==> config.mk <==
export PLATFORM = sky130hd
export DESIGN_NAME = serial_parity_transmitter_flat
export DESIGN_NICKNAME = d
export VERILOG_FILES = /design/src/rtl/serial_parity_transmitter_if.sv /design/src/rtl/serial_parity_transmitter.sv /design/src/flat_wrapper.sv
export SDC_FILE = /design/constraint.sdc
export NUM_CORES = 1
export LEC_CHECK = 0
export ABC_CLOCK_PERIOD_IN_PS = 4100
export BUFFER_PORTS_ARGS = -buffer_cell sky130_fd_sc_hd__clkbuf_2
export CELL_PAD_IN_SITES_DETAIL_PLACEMENT = 1
export CELL_PAD_IN_SITES_GLOBAL_PLACEMENT = 1
export CORE_MARGIN = 2
export CORE_UTILIZATION = 40
export DETAILED_ROUTE_END_ITERATION = 6
export PLACE_DENSITY_LB_ADDON = 0.1
export SLEW_MARGIN = 25
export SYNTH_ARGS = -nofsm -noshare
export SYNTH_HDL_FRONTEND = slang
export SYNTH_SLANG_ARGS = --single-unit
export TNS_END_PERCENT = 5
==> constraint.sdc <==
create_clock -name clk -period 4.1 [get_ports clk]
set_clock_uncertainty 0.05 [all_clocks]
set_input_delay 0.41 -clock clk [delete_from_list [all_inputs] [get_ports clk]]
set_output_delay 0.41 -clock clk [all_outputs]
set_load 0.01 [all_outputs]
==> src/rtl/serial_parity_transmitter_if.sv <==
// serial_parity_transmitter_if: start/payload request and serial frame outputs
interface serial_parity_transmitter_if #(parameter int DATA_BITS = 8);
    logic start;
    logic [DATA_BITS-1:0] data_in;
    logic serial_out;
    logic serial_valid;
    logic busy;
    logic done;
    modport master(output start, data_in, input serial_out, serial_valid, busy, done);
    modport slave(input start, data_in, output serial_out, serial_valid, busy, done);
endinterface

==> src/rtl/serial_parity_transmitter.sv <==
// serial_parity_transmitter: LSB-first payload shifter followed by one even-parity bit
module serial_parity_transmitter #(
    parameter int DATA_BITS = 8
) (
    input logic clk,
    input logic reset,
    serial_parity_transmitter_if.slave bus
);
    localparam int CW = $clog2(DATA_BITS);
    typedef enum logic [1:0] {IDLE, DATA, PARITY} state_t;
    state_t state, state_next;
    logic [DATA_BITS-1:0] shreg;
    logic [CW-1:0] cnt;
    logic par;
    logic last;
    logic load;
    always_ff @(posedge clk) begin
        if (reset) state <= IDLE;
        else state <= state_next;
    end
    // start is honoured in IDLE and in PARITY, the latter giving gapless back-to-back frames
    always_comb begin
        last = cnt == CW'(DATA_BITS - 1);
        load = bus.start && (state == IDLE || state == PARITY);
        state_next = load ? DATA : (state == DATA) ? (last ? PARITY : DATA) : IDLE;
        bus.serial_out = (state == DATA) ? shreg[0] : (state == PARITY) ? par : 1'b0;
        bus.serial_valid = state == DATA || state == PARITY;
        bus.busy = state == DATA || state == PARITY;
        bus.done = state == PARITY;
    end
    always_ff @(posedge clk) begin
        if (reset) begin
            shreg <= '0;
            cnt <= '0;
            par <= 1'b0;
        end else if (load) begin
            shreg <= bus.data_in;
            cnt <= '0;
            par <= 1'b0;
        end else if (state == DATA) begin
            shreg <= {1'b0, shreg[DATA_BITS-1:1]};
            cnt <= last ? cnt : cnt + 1'b1;
            par <= par ^ shreg[0];
        end
    end
endmodule
==> src/flat_wrapper.sv <==
// flat-port wrapper written by rule: the top's interface ports become plain ports
module serial_parity_transmitter_flat 
#(
    parameter int DATA_BITS = 8
)
  (clk, reset, bus_start, bus_data_in, bus_serial_out, bus_serial_valid, bus_busy, bus_done);
  serial_parity_transmitter_if #(.DATA_BITS(DATA_BITS)) bus_i ();
  input logic clk;
  input logic reset;
  input wire logic [$bits(bus_i.start)-1:0] bus_start;
  input wire logic [$bits(bus_i.data_in)-1:0] bus_data_in;
  output wire logic [$bits(bus_i.serial_out)-1:0] bus_serial_out;
  output wire logic [$bits(bus_i.serial_valid)-1:0] bus_serial_valid;
  output wire logic [$bits(bus_i.busy)-1:0] bus_busy;
  output wire logic [$bits(bus_i.done)-1:0] bus_done;
  assign bus_i.start = bus_start;
  assign bus_i.data_in = bus_data_in;
  assign bus_serial_out = bus_i.serial_out;
  assign bus_serial_valid = bus_i.serial_valid;
  assign bus_busy = bus_i.busy;
  assign bus_done = bus_i.done;
  serial_parity_transmitter #(.DATA_BITS(DATA_BITS)) u_core (.clk(clk), .reset(reset), .bus(bus_i));
endmodule
# After elaboration in Yosys (flattened, before gate mapping)
# Cells that the tools add are included.
[word_totals]
ff_bits = 14
inputBits = 11
output_inout_bits = 4
wordCells = 27
[classes]
n_addsub = 1
eq_ne = 3
mux = 7
n_bitwise = 3
n_reduce_logical = 8
[ops]
columns = ["cell", "n"]
rows = [
  ["two-way mux 8 bit", 2],
  ["two-way mux 1 bit", 4],
  ["adder 3 x 1 -> 3 bit, second input constant", 1],
  ["equality test 3 bit, second input constant", 1],
  ["OR reduction 3 bit", 1],
  ["equality test 2 x 1 -> 1 bit, second input constant", 1],
  ["equality test 2 bit, second input constant", 1],
  ["logical NOT 2 bit", 1],
  ["logical OR 1 bit", 2],
  ["two-way mux 2 bit", 1],
  ["NOT 1 bit", 2],
  ["AND reduction 2 bit", 1],
  ["nonzero test 2 bit", 1],
  ["OR reduction 2 bit", 1],
  ["logical AND 1 bit", 1],
  ["bitwise XOR 1 bit", 1],
]

# Longest topological paths before layout
[logic_depth]
word_depth = 4
mapped_depth = 6
mapped_depth_nobuf = 5

# Worst setup path before layout
# OpenSTA, ideal clock, no wires.
[synth_timing]
kind = "reg2out"
startpoint = "reg u_core.state[1]"
endpoint = "out bus_serial_out"
arrival_time_ns = 1.021
required_time_ns = 3.640
setup_slack_ns = 2.619
path_stages_with_launch = 5
path_buffers = 1
cell_sequence = "dfxtp_1 -> inv_1 -> ha_1 -> buf_4 -> o21ai_0"
[synth_via]
elab_chain_cells = 3
elab_cells_between_ends = 4
classes_between = "2 x eq/ne; 2 x mux"
[synth_rtl]
columns = ["item", "line_no", "text"]
rows = [
  ["from (decl)", "serial_parity_transmitter.sv:11", "state_t state, state_next;"],
  ["from (signal assigned)", "serial_parity_transmitter.sv:19", "else state <= state_next;"],
  ["equality test 2 bit", "serial_parity_transmitter.sv:26", "bus.serial_out = (state == DATA) ? shreg[0] : (state == PARITY) ? par : 1'b0;"],
  ["two-way mux 1 bit", "serial_parity_transmitter.sv:26", ""],
  ["two-way mux 1 bit (*)", "serial_parity_transmitter.sv:26", ""],
  ["to (decl)", "flat_wrapper.sv:12", "output wire logic [$bits(bus_i.serial_out)-1:0] bus_serial_out;"],
]
# Mark *: on every way between the ends. The rest lies on a longest branch, timed or not.

# Worst setup path in the final report
# Ends and elaborated chain as after synthesis.

==> impl_metrics.toml <==
[power]
p_sw_uw = 70.1
p_int_uw = 200
power.switching_fraction_pct = 26.0
seq_power_share_pct = 55.8
powerDensity_mw_per_mm2 = 351
p_clk_share_pct = 27.9
p_leak_nw = 0.338
comb_power_share_pct = 16.3
vdd_ir_drop_max_uv = 194

[sta]
fmaxAchievable_mhz = 512
worst_pin_slew_ps = 514
setup_viol_count_final = 0
hold-worst-slack_ps = 337
fin_ws_ps = 2150
final_max_slew_viol_count = 0
fin_crit_ps = 1950
timing.max_slew.rel_slack_pct = 65.7
fin_crit_sh_pct = 47.6
rsz_0062_raised_after_global_routing = "false"
setup_total_negative_slack_ps = 0
final_hold_viol_count = 0

[global_route]
grt.overflow.total = 0
grt_antenna_before_repair = 0
maximum_number_of_pins_on_one_net_before_global_route_repair = 18
grt_usage_pct = 13.1
grt_pass1_vias = 463
grt_first_pass_wirelength_um = 1950

[die]
floorplan.rows = 14
chipHeight_um = 45.4
fp.coreArea_mm2 = 0.00156
io_pins = 15
start_util_pct = 44.1
total_die_area_mm2 = 0.00206
die_x_um = 45.4

[clock_network]
cts_inserted_buffers = 3
cts_tree = "yes"
holdBufCountCts = 0
clock-sinks = 14
cts_setup_buffers = 0
cts.htree.levels = 1
clock_tree.buffer_depth = 2
clockRootBuffer = "clkbuf_4"
worst_skew_pair.late_latency_ps = 270
clk_transition_reported_paths_ps = 80
post_cts_resized = 0

[routing]
routed_wire_length_per_instance_um = 12.1
avgViaCountPerCell = 5.08
num_vias = 498
dr.first_iter.drc_count = 1
route.detailed.drc = 0
antenna_violating_nets_post_route = 0
drt_pre_antenna_iters = 3
detail_route.wirelength_um = 1190

[final_layout]
mostFrequentLayoutCells = "clkbuf_2, dfxtp_1, nor2_1, mux2i_1, ha_1"
antenna_cells_inserted = 0
nNetsFinal = 101
seq_area_um2 = 280
area.growth.synth_to_final_pct = 11.8
drive_above_1_share_pct = 24.4
layout.cell_area.non_filler_um2 = 768
multi_input_area_um2 = 364
fillers = 196

[critical_path]
crit_chain = "inv_1, ha_1, nand2_1, o21ai_0, clkbuf_2"
cp-end-kind = "primary output"
crit_path_max_incr_delay_ps = 490
required_ps = 3640
critical_path.slowest_cell = "ha_1"
critPathLaunchType = "flop"
cp_top_family = "adder cells"
cp_max_fo = 11
critical_path_class = "flop to primary output"
timing.critical_path.arrival_ps = 1490
path_buf_inv = 2

[outcome]
status = "finished, final reports clean"

[place]
post-place-ws_ps = 2310
dpl_cell_area_um2 = 746
gp_congestion = 0.692
dp.final_hpwl_um = 891
buffer_ports.inserted = 14

[yosys]
synth.cell_area_um2 = 687
distinct_cell_type_count_of_the_synthesized_netlist = 18
synth_nets = 86
yosysSeqAreaShare_pct = 40.8
synthesis.instances = 69
syn_area_per_cell_um2 = 9.96
main_area_contributors_after_synthesis = "dfxtp_1, mux2i_1, ha_1"
yosysWarnings = 0
synth.largest_area_cell = "dfxtp_1"
synth-seq-cells = 14
yosysTopAreaCellShare_pct = 40.8

[hold_path]
hp-class = "primary input to flop"

[flow_run]
number_of_max_capacitance_violations_reported = 0
==> cells in the mapped netlist <==
library cell  instances
mux2i_1              10
a21oi_1               1
buf_4                 2
dfxtp_1              14
nand2b_1              1
ha_1                  6
a211oi_2              2
buf_6                 1
o21ai_0               1
nor2b_1               2
nand2_1               4
xnor2_1               1
buf_2                 1
xor2_1                1
nor2_1               13
inv_1                 3
a211oi_1              5
o21ai_4               1
==> routing by layer <==
layer	global-route usage [%]	up-vias	share of wire [%]
met5	0	-	0
met4	3.53	0	0.93
met3	4.76	2	4.1
met2	19.2	11	43
met1	18.2	226	52
li1	-	259	-
==> final cells by class <==
class | count | area share, %
clock buffers | 3 | 2.93
inverters | 3 | 1.47
flip-flops and latches | 14 | 36.5
well taps | 16 | 2.61
multi-input cells | 48 | 47.4
repair buffers | 14 | 9.12
==> logic make-up (layout without fill, tap and decap cells) <==
| family | after synthesis | after routing | synth area share [%] |
|---|---|---|---|
| fa+ha+maj | 6 | 6 | 10.9 |
| buf+inv | 7 | 20 | 6.19 |
| xor+xnor | 2 | 2 | 2.55 |
| compound gates | 10 | 10 | 12.9 |
| mux | 10 | 10 | 14.6 |
| flops | 14 | 14 | 40.8 |
| simple gates | 20 | 20 | 12.0 |
==> power by group through the flow <==
stage / logic [mW] / clock network (mW) / registers, mW
detailed placement: 0.0448 / 0 / 0.154
floorplan: 0.0366 / 0 / 0.152
finish: 0.0441 / 0.0753 / 0.150
global route: 0.0493 / 0.0856 / 0.152
CTS: 0.0451 / 0.0790 / 0.151
global placement: 0.0442 / 0 / 0.154
==> sequential cells by signal, indices dropped and copies added, names as in the netlist <==
| name | cells |
|---|---|
| u_core.cnt | 3 |
| u_core.par | 1 |
| u_core.shreg | 8 |
| u_core.state | 2 |
==> worst paths after layout <==
path              startpoint              end  slack [ps]  cells after the start
max          u_core.state[1]   bus_serial_out        2150                      5
min           bus_data_in[7]  u_core.shreg[7]         340                      3
max reg2reg  u_core.state[1]    u_core.cnt[2]        2320                      5
min reg2reg    u_core.cnt[1]    u_core.cnt[1]         450                      2
==> per-stage QoR <==
stage	cells	util [%]	total power [mW]
after global placement	95	47.8	0.198
after detailed placement	95	47.8	0.198
after global routing	98	49.3	0.287
after floorplan	69	-	0.189
final	98	49.3	0.270
after CTS	98	49.3	0.275
==> worst reg2reg max path: cells and delay by family, from the launching register on <==
family                   cells  cell delay (ps)
adder cells (fa/ha/maj)      1              490
buffers and inverters        1               90
flip-flops                   1              320
multiplexers                 1              250
AND/OR/NAND/NOR              2              480
No activity file was read; power rests on OpenSTA's default activity.
